<file path="config.mk">
export PLATFORM = sky130hd
export DESIGN_NAME = cnu_ib_load_ctrl
export DESIGN_NICKNAME = d
export VERILOG_FILES = /design/src/rtl/cnu_ib_load_ctrl_pkg.sv /design/src/rtl/cnu_ib_load_ctrl_bank_we_gen.sv /design/src/rtl/cnu_ib_load_ctrl.sv
export SDC_FILE = /design/constraint.sdc
export NUM_CORES = 1
export LEC_CHECK = 0
export ABC_AREA = 1
export ABC_CLOCK_PERIOD_IN_PS = 1900
export CAP_MARGIN = 5
export CORE_MARGIN = 1.5
export CORE_UTILIZATION = 51
export DETAILED_ROUTE_END_ITERATION = 16
export GPL_TIMING_DRIVEN = 0
export PLACE_DENSITY = 0.77
export SKIP_LAST_GASP = 1
export SLEW_MARGIN = 20
export SYNTH_ARGS = -nofsm -noshare
export SYNTH_HDL_FRONTEND = slang
export SYNTH_SLANG_ARGS = --single-unit
</file>
<file path="constraint.sdc">
create_clock -name sys_clk -period 1.9 [get_ports sys_clk]
set_clock_uncertainty 0.1 [all_clocks]
set_input_delay 0.38 -clock sys_clk [delete_from_list [all_inputs] [get_ports sys_clk]]
set_output_delay 0.38 -clock sys_clk [all_outputs]
set_load 0.02 [all_outputs]
</file>
<file path="src/rtl/cnu_ib_load_ctrl_pkg.sv">
// Shared IB definitions: load-controller state encoding, bank count and
// the per-phase bank write masks used by the bank mapper.
package cnu_ib_load_ctrl_pkg;

  typedef enum logic [1:0] {
    ST_IDLE  = 2'd0,
    ST_LOAD  = 2'd1,
    ST_DRAIN = 2'd2,
    ST_DONE  = 2'd3
  } ib_state_e;

  localparam int BANKS = 8;

  // First half of the ROM word covers 5 banks starting at the rotation
  // offset; the second half covers 5 banks starting 3 above it.
  localparam logic [BANKS-1:0] WE_MASK_PH0 = 8'h1F;
  localparam logic [BANKS-1:0] WE_MASK_PH1 = 8'hF8;

  // Unrotated write mask for the given ROM-data half
  function automatic logic [BANKS-1:0] phase_mask(input logic phase);
    logic [BANKS-1:0] m;
    if (phase) begin
      m = WE_MASK_PH1;
    end else begin
      m = WE_MASK_PH0;
    end
    return m;
  endfunction

endpackage

</file>
<file path="src/rtl/cnu_ib_load_ctrl_bank_we_gen.sv">
// Bank write-enable generator: rotates the phase mask left by the bank
// rotation offset, so bank (rot + k) mod 8 receives mask bit k.
module cnu_ib_bank_we_gen
  import cnu_ib_load_ctrl_pkg::*;
(
  input  logic             phase_i,
  input  logic [2:0]       rot_i,
  input  logic             valid_i,
  output logic [BANKS-1:0] we_o
);

  logic [2*BANKS-1:0] dbl_s;

  // Rotate via a doubled mask; gate with data-valid
  always_comb begin
    dbl_s = {phase_mask(phase_i), phase_mask(phase_i)} << rot_i;
    if (valid_i) begin
      we_o = dbl_s[2*BANKS-1:BANKS];
    end else begin
      we_o = {BANKS{1'b0}};
    end
  end

endmodule

</file>
<file path="src/rtl/cnu_ib_load_ctrl.sv">
// IB table load controller: streams PAIRS address pairs of one iteration
// table out of the IB ROM and drives the bank mapper's phase, rotation
// and per-bank write enables for the data returning one cycle later.
module cnu_ib_load_ctrl
  import cnu_ib_load_ctrl_pkg::*;
#(
  parameter int ROM_AW   = 8,
  parameter int PAIRS    = 16,
  parameter int ITER_NUM = 10
) (
  input  logic              sys_clk,
  input  logic              rstn,
  input  logic              start_i,
  input  logic [3:0]        iter_i,
  input  logic              abort_i,
  output logic              rom_en_o,
  output logic [ROM_AW-1:0] rom_addrA_o,
  output logic [ROM_AW-1:0] rom_addrB_o,
  output logic              phase_o,
  output logic [2:0]        bank_rot_o,
  output logic [BANKS-1:0]  bank_we_o,
  output logic              busy_o,
  output logic              done_o,
  output logic              err_o
);

  localparam int CNT_W = $clog2(PAIRS + 1);

  ib_state_e         state_q, state_d;
  logic              rom_en_q, rom_en_d;
  logic [ROM_AW-1:0] addr_a_q, addr_a_d;
  logic [ROM_AW-1:0] addr_b_q, addr_b_d;
  logic [CNT_W-1:0]  cnt_q, cnt_d;
  logic              valid_q, valid_d;
  logic              phase_q, phase_d;
  logic [2:0]        rot_q, rot_d;
  logic [BANKS-1:0]  we_q, we_d;
  logic              busy_q, busy_d;
  logic              done_q, done_d;
  logic              err_q, err_d;
  logic [ROM_AW-1:0] base_s;
  logic [BANKS-1:0]  we_s;

  // Next-state and next-output computation for the load sequencer
  always_comb begin
    base_s   = ROM_AW'(32'(iter_i) * 32'(2 * PAIRS));
    state_d  = state_q;
    rom_en_d = rom_en_q;
    addr_a_d = addr_a_q;
    addr_b_d = addr_b_q;
    cnt_d    = cnt_q;
    valid_d  = rom_en_q;
    err_d    = 1'b0;
    // Each valid data cycle flips the half; a completed second half moves
    // the rotation on to the next bank.
    if (valid_q) begin
      phase_d = ~phase_q;
      if (phase_q) begin
        rot_d = rot_q + 3'd1;
      end else begin
        rot_d = rot_q;
      end
    end else begin
      phase_d = phase_q;
      rot_d   = rot_q;
    end

    case (state_q)
      ST_IDLE: begin
        if (start_i) begin
          if (32'(iter_i) >= 32'(ITER_NUM)) begin
            err_d = 1'b1;
          end else begin
            state_d  = ST_LOAD;
            rom_en_d = 1'b1;
            addr_a_d = base_s;
            addr_b_d = base_s + ROM_AW'(1);
            cnt_d    = CNT_W'(1);
            phase_d  = 1'b0;
            rot_d    = 3'd0;
          end
        end else begin
          state_d = ST_IDLE;
        end
      end
      ST_LOAD: begin
        if (abort_i) begin
          state_d  = ST_IDLE;
          rom_en_d = 1'b0;
          valid_d  = 1'b0;
        end else if (cnt_q == CNT_W'(PAIRS)) begin
          state_d  = ST_DRAIN;
          rom_en_d = 1'b0;
        end else begin
          addr_a_d = addr_a_q + ROM_AW'(2);
          addr_b_d = addr_b_q + ROM_AW'(2);
          cnt_d    = cnt_q + CNT_W'(1);
        end
      end
      ST_DRAIN: begin
        if (abort_i) begin
          state_d = ST_IDLE;
          valid_d = 1'b0;
        end else begin
          state_d = ST_DONE;
        end
      end
      ST_DONE: begin
        state_d = ST_IDLE;
      end
      default: begin
        state_d  = ST_IDLE;
        rom_en_d = 1'b0;
        valid_d  = 1'b0;
      end
    endcase

    busy_d = (state_d == ST_LOAD) || (state_d == ST_DRAIN);
    done_d = (state_d == ST_DONE);
    we_d   = we_s;
  end

  cnu_ib_bank_we_gen u_we_gen (
    .phase_i (phase_d),
    .rot_i   (rot_d),
    .valid_i (valid_d),
    .we_o    (we_s)
  );

  // State and registered outputs, cleared asynchronously by rstn
  always_ff @(posedge sys_clk or negedge rstn) begin
    if (!rstn) begin
      state_q  <= ST_IDLE;
      rom_en_q <= 1'b0;
      addr_a_q <= {ROM_AW{1'b0}};
      addr_b_q <= {ROM_AW{1'b0}};
      cnt_q    <= {CNT_W{1'b0}};
      valid_q  <= 1'b0;
      phase_q  <= 1'b0;
      rot_q    <= 3'd0;
      we_q     <= {BANKS{1'b0}};
      busy_q   <= 1'b0;
      done_q   <= 1'b0;
      err_q    <= 1'b0;
    end else begin
      state_q  <= state_d;
      rom_en_q <= rom_en_d;
      addr_a_q <= addr_a_d;
      addr_b_q <= addr_b_d;
      cnt_q    <= cnt_d;
      valid_q  <= valid_d;
      phase_q  <= phase_d;
      rot_q    <= rot_d;
      we_q     <= we_d;
      busy_q   <= busy_d;
      done_q   <= done_d;
      err_q    <= err_d;
    end
  end

  assign rom_en_o    = rom_en_q;
  assign rom_addrA_o = addr_a_q;
  assign rom_addrB_o = addr_b_q;
  assign phase_o     = phase_q;
  assign bank_rot_o  = rot_q;
  assign bank_we_o   = we_q;
  assign busy_o      = busy_q;
  assign done_o      = done_q;
  assign err_o       = err_q;

endmodule

</file>
==> results of run 1 <==
==> where the power goes <==
part / leakage (nW) / total (mW) / switching (mW) / internal, mW
combinational: 0.825 / 1.66 / 0.960 / 0.700
clock: 0.0422 / 0.542 / 0.285 / 0.257
sequential: 0.504 / 1.27 / 0.199 / 1.07
total: 1.37 / 3.47 / 1.44 / 2.03
==> Yosys cell counts, types with 3 or more instances <==
library cell  number
nor2_1            20
inv_2              3
nand2_2            5
xnor2_1            3
nand2_1           75
a21oi_1           18
ha_1               9
o21ai_0           14
nand3_1           19
xor2_1             7
dfrtp_1           39
inv_1             23
==> worst min-delay path by stage <==
stage                                 to  depth (start not counted)
after detailed placement        cnt_q[2]                          1
after floorplan            bank_rot_o[0]                          0
after global routing      rom_addrB_o[0]                          2
after global placement    rom_addrB_o[0]                          2
final                     rom_addrB_o[0]                          2
after CTS                 rom_addrB_o[0]                          2
==> layout make-up <==
class                   count  area share (%)
inverters                  27            4.07
repair buffers             44            16.7
plain buffers               5            1.71
clock buffers               7            2.82
multi-input cells         184            36.2
well taps                  50            2.31
clock inverters             1           0.185
flip-flops and latches     39            36.1
==> through the flow <==
step                std cells  TNS, ps
global route              357    -4.04
global placement          343   -23530
detailed placement        344    -2850
floorplan                 255        0
finish                    357        0
CTS                       354    -58.2
==> logic make-up (layout without fill, tap and decap cells) <==
logic type / Yosys count / count (layout)
and+or+nand+nor: 125 / 125
adders and majority gates: 9 / 9
AOI/OAI and AO/OA: 39 / 39
xor gates and xnor gates: 10 / 10
buffers and inverters: 32 / 84
other: 1 / 1
DFF: 39 / 39
==> sequential cells by signal, summed over array words and instances (netlist names), 2 cells and up <==
name and flops:
cnt_q 5, bank_rot_o 3, state_q 2, rom_addrB_o 8, bank_we_o 8, rom_addrA_o 7
==> layer usage <==
layer	track usage, %	share of wire (%)
met1	26.7	44
met2	38.8	50
met3	6.08	4.9
met4	7.65	1.8
met5	0	0
==> what timing repair did <==
item | in CTS | in global routing
setup endpoints to repair | 3 | 29
pin swaps | 0 | 2
endpoints found under the hold margin | 16 | 0
buffers inserted | 1 | 3
hold buffers | 1 | 0
resized for setup | 2 | 11
==> results.cfg, run 1 <==
[timing]
maxClockFrequency_mhz = 540
timing.final.crit_share_pct = 97.4
finalSetupViolations = 0
rsz0062_at_grt = yes
fin_crit_ps = 1850
hold_violations = 0
drv_slew = 0
setup_slack_ps = 48.6
hold_slack_ps = 375

[power_and_ir_drop]
ir_drop_v = 0.000787
power_mw = 3.47
p_leak_nw = 1.37
power.density_nw_per_um2 = 1280

[logic_synthesis]
synth_top_area_cell = dfrtp_1
synth.avg_cell_area_um2 = 8.17
async_flop_share_pct = 100
synth_edf_count = 0
synth_adder_area_share_pct = 5.40
synth-xor-area-share_pct = 4.20
ys.warnings.count = 0
yosysTopAreaCellShare_pct = 46.8
ys_seq_area_share_pct = 46.8
synthMuxAreaShare_pct = 0
synth-simple-area-share_pct = 25.8
yosys_most_used_dff = dfrtp_1
synth_area_leaders = dfrtp_1 (47%), nand2_1 (14%), ha_1 (5.4%)
syn-num-nets = 272
synth_top_family_by_area = simple AND/OR/NAND/NOR gates
synth.ff_latch_count = 39
ys_types = 26
synth_area_um2 = 2080
synth_compound_area_share_pct = 10.6
synthCells = 255

[die]
die_y_um = 66.9
ioPinCount = 40
start_util_pct = 52.5
rows = 23
die_x_um = 66.9
core-area_um2 = 3970
dieArea_um2 = 4480

[clocking]
clk_pin_slew_ps = 80
h-tree-depth = 2
root_buffer = clkbuf_8
cts_tree = built
clock_latency_ps = 300
cts.path.max_buffers = 2
numCtsBuffers = 5
clock-sinks = 39

[drt]
drt_iter0_drc = 112
ant_nets = 0
drc = 0
drt-total-wl_um = 4590
drtPass1Iterations = 4
wl_per_cell_um = 12.9
routed_via_density = 5.14
vias = 1834

[layout]
final_area_um2 = 2710
layout_commonest_cell = nand2_1
layout_common_cells = nand2_1 (74), dfrtp_1 (39), clkdlybuf4s50_1 (34)
area_growth_pct = 29.8
post-route-util_pct = 68.1
seqCellArea_um2 = 976
drive_gt1_share_pct = 12.4
fillers = 333
multiInputGateArea_um2 = 978
nets = 323
diodes = 0

[placement]
portBuffers = 38
gp_congestion = 0.891
pre_cts_slack_ps = -199
dpl_cell_area_um2 = 2550
hpwl_um = 3350

[global_routing]
grt_pass1_wl_um = 7420
grt_antenna_before_repair = 0
groute.usage.overall_pct = 22.4
grt_max_degree = 24
overflow = 0
grt_pass1_vias = 1654

[setup_path]
r2r-end = busy_o
startpoint = rom_addrA_o[3]
rr_worst_depth = 10
startpoint_type = register
cp_cell_sequence = clkdlybuf4s50_1
critPathCapture = rom_addrA_o[3]
path_max_fanout = 5
required_ps = 1420
critical_path_class = reg2out
cp.depth = 1
worst-path-buf-inv = 1
slowest_delay_ps = 630
r2r_setup_slack_ps = 80
worstPathArrival_ps = 1370
rr_startpoint = cnt_q[0]
crit_path_end_kind = primary output
path_delay_family = buffers and inverters
crit_slowest_cell = clkdlybuf4s50_1

[outcome]
outcome = finished clean

[job]
drv_cap = 0

[worst_hold_path]
hold_start = rom_addrB_o[0]
hp-class = reg2reg
Note: power is estimated with default switching activity, not from simulation.
==> run 2: changes to the inputs <==
Settings changed: CORE_ASPECT_RATIO set to 1.1, SETUP_SLACK_MARGIN set to 0.4.
==> results.cfg, run 2 (same netlist as run 1, synthesis figures left out) <==
[placement]
dpl_cell_area_um2 = 2640
pre_cts_slack_ps = -101
portBuffers = 38
dp_cells = 346
gp_congestion = 0.819
hpwl_um = 3390

[layout]
nets = 360
post-route-util_pct = 86.1
instances_no_fill = 396
final_area_um2 = 3390
area_growth_pct = 62.5
seqCellArea_um2 = 977
diodes = 0
drive_gt1_share_pct = 42.7
multiInputGateArea_um2 = 1300
fillers = 192
layout_common_cells = nand2_1 (56), dfrtp_1 (38), buf_4 (31)
layout_commonest_cell = nand2_1

[setup_path]
path_delay_family = buffers and inverters
path_max_fanout = 7
crit_path_end_kind = register
required_ps = 1990
startpoint_type = input port
worstPathArrival_ps = 1860
crit_slowest_cell = clkdlybuf4s50_1
r2r-end = rom_addrB_o[7]
critical_path_class = in2reg
r2r_setup_slack_ps = 170
rr_worst_depth = 10
worst-path-buf-inv = 2
cp_cell_sequence = clkdlybuf4s50_1 > o21ai_4 > nand2_8 > o21ai_4 > nand2_4 > bufbuf_16 > nand2_1 > nand2_1
slowest_delay_ps = 490
rr_startpoint = cnt_q[1]

[die]
ioPinCount = 40
die_y_um = 70.1
rows = 24
dieArea_um2 = 4480
die_x_um = 64.0
core-area_um2 = 3930
start_util_pct = 53.0

[timing]
drv_slew = 0
rsz0062_at_grt = yes
maxClockFrequency_mhz = 565
timing.final.crit_share_pct = 93.1
setup_slack_ps = 131
tns_ps = 0
hold_slack_ps = 372
hold_violations = 0
fin_crit_ps = 1770
finalSetupViolations = 0

[global_routing]
overflow = 0
grt_pass1_wl_um = 9850
grt_pass1_vias = 2155
use_met3_pct = 4.67
gr-usage-met1_pct = 33.5
grt_use_met2_pct = 48.8
grt_max_degree = 25
grt_antenna_before_repair = 0
groute.usage.overall_pct = 28.3
busiest_layer = met2

[clocking]
clk_pin_slew_ps = 80
clock_latency_ps = 290
h-tree-depth = 2
numCtsBuffers = 5
cts.path.max_buffers = 2
cts_tree = built
clock-sinks = 39
root_buffer = clkbuf_8

[drt]
drt-total-wl_um = 6520
routed_via_density = 5.36
vias = 2124
drc = 0
drtPass1Iterations = 4
wl_per_cell_um = 16.5
drt_iter0_drc = 185
ant_nets = 0

[worst_hold_path]
holdPathEnd = rom_addrB_o[0]
whs_path_depth = 2
hp-class = reg2reg
hold_start = rom_addrB_o[0]

[power_and_ir_drop]
power_mw = 4.51
p_leak_nw = 1.68
power.density_nw_per_um2 = 1330
ir_drop_v = 0.00104

[job]
drv_cap = 0

[outcome]
outcome = finished clean
[run 2: cell count changes in the layout (fill, tap and decap cells not counted), sizes merged]
| cell | before | now |
|---|---|---|
| buf | 11 | 49 |
| clkdlybuf4s15 | 0 | 11 |
| dlymetal6s2s | 3 | 0 |
| clkdlybuf4s50 | 34 | 5 |
| inv | 26 | 27 |
| bufbuf | 0 | 1 |
| clkinv | 1 | 0 |
| clkbuf | 7 | 14 |
| dlygate4sd2 | 0 | 12 |
[run 2: what timing repair did]
item,CTS,global route
hold buffers,1,0
hold endpoints to repair,15,0
gates resized for setup,127,34
setup endpoints to repair,62,53
pin swaps,17,16
cloned,2,0
buffers inserted,25,14
[run 2: layer usage]
metal / vias up / share of wire [%]
li1: 991 / -
met1: 1022 / 37
met2: 87 / 54
met3: 24 / 5.1
met4: 0 / 3.8
met5: - / 0
[run 2: power breakdown]
part	leakage (nW)	switching (mW)	internal, mW
logic	1.12	1.49	1.11
clock network	0.0505	0.305	0.330
registers	0.503	0.201	1.07
total	1.68	2.00	2.51
[run 2: how the worst max path moves through the flow]
stage / start / endpoint / slack, ps / depth (start not counted)
2_1_floorplan: state_q[1] / rom_addrA_o[1] / 300 / 9
4_1_cts: state_q[1] / rom_addrB_o[4] / 200 / 10
6_report: iter_i[2] / rom_addrA_o[6] / 130 / 8
3_5_place_dp: iter_i[2] / rom_addrB_o[6] / -100 / 9
3_3_place_gp: rstn / bank_rot_o[0] / -710 / 1
5_1_grt: iter_i[2] / bank_we_o[4] / 60 / 7
[run 2: area by class of cell]
| class | instances | area share [%] |
|---|---|---|
| flip-flops and latches | 39 | 28.8 |
| clock inverters | 1 | 0.222 |
| well taps | 52 | 1.92 |
| plain buffers | 5 | 1.77 |
| repair buffers | 81 | 22.5 |
| inverters | 27 | 3.58 |
| clock buffers | 7 | 2.84 |
| multi-input cells | 184 | 38.3 |
[run 2: worst reg2reg max path: stages, from the launching register on]
cell     delay [ps]
dfrtp_1         400
inv_2            90
ha_4            120
nand4_1         150
nand2_2         170
nand2_2          80
nand2_4         120
inv_6            70
buf_6           120
nor2_1          130
a21oi_1          70
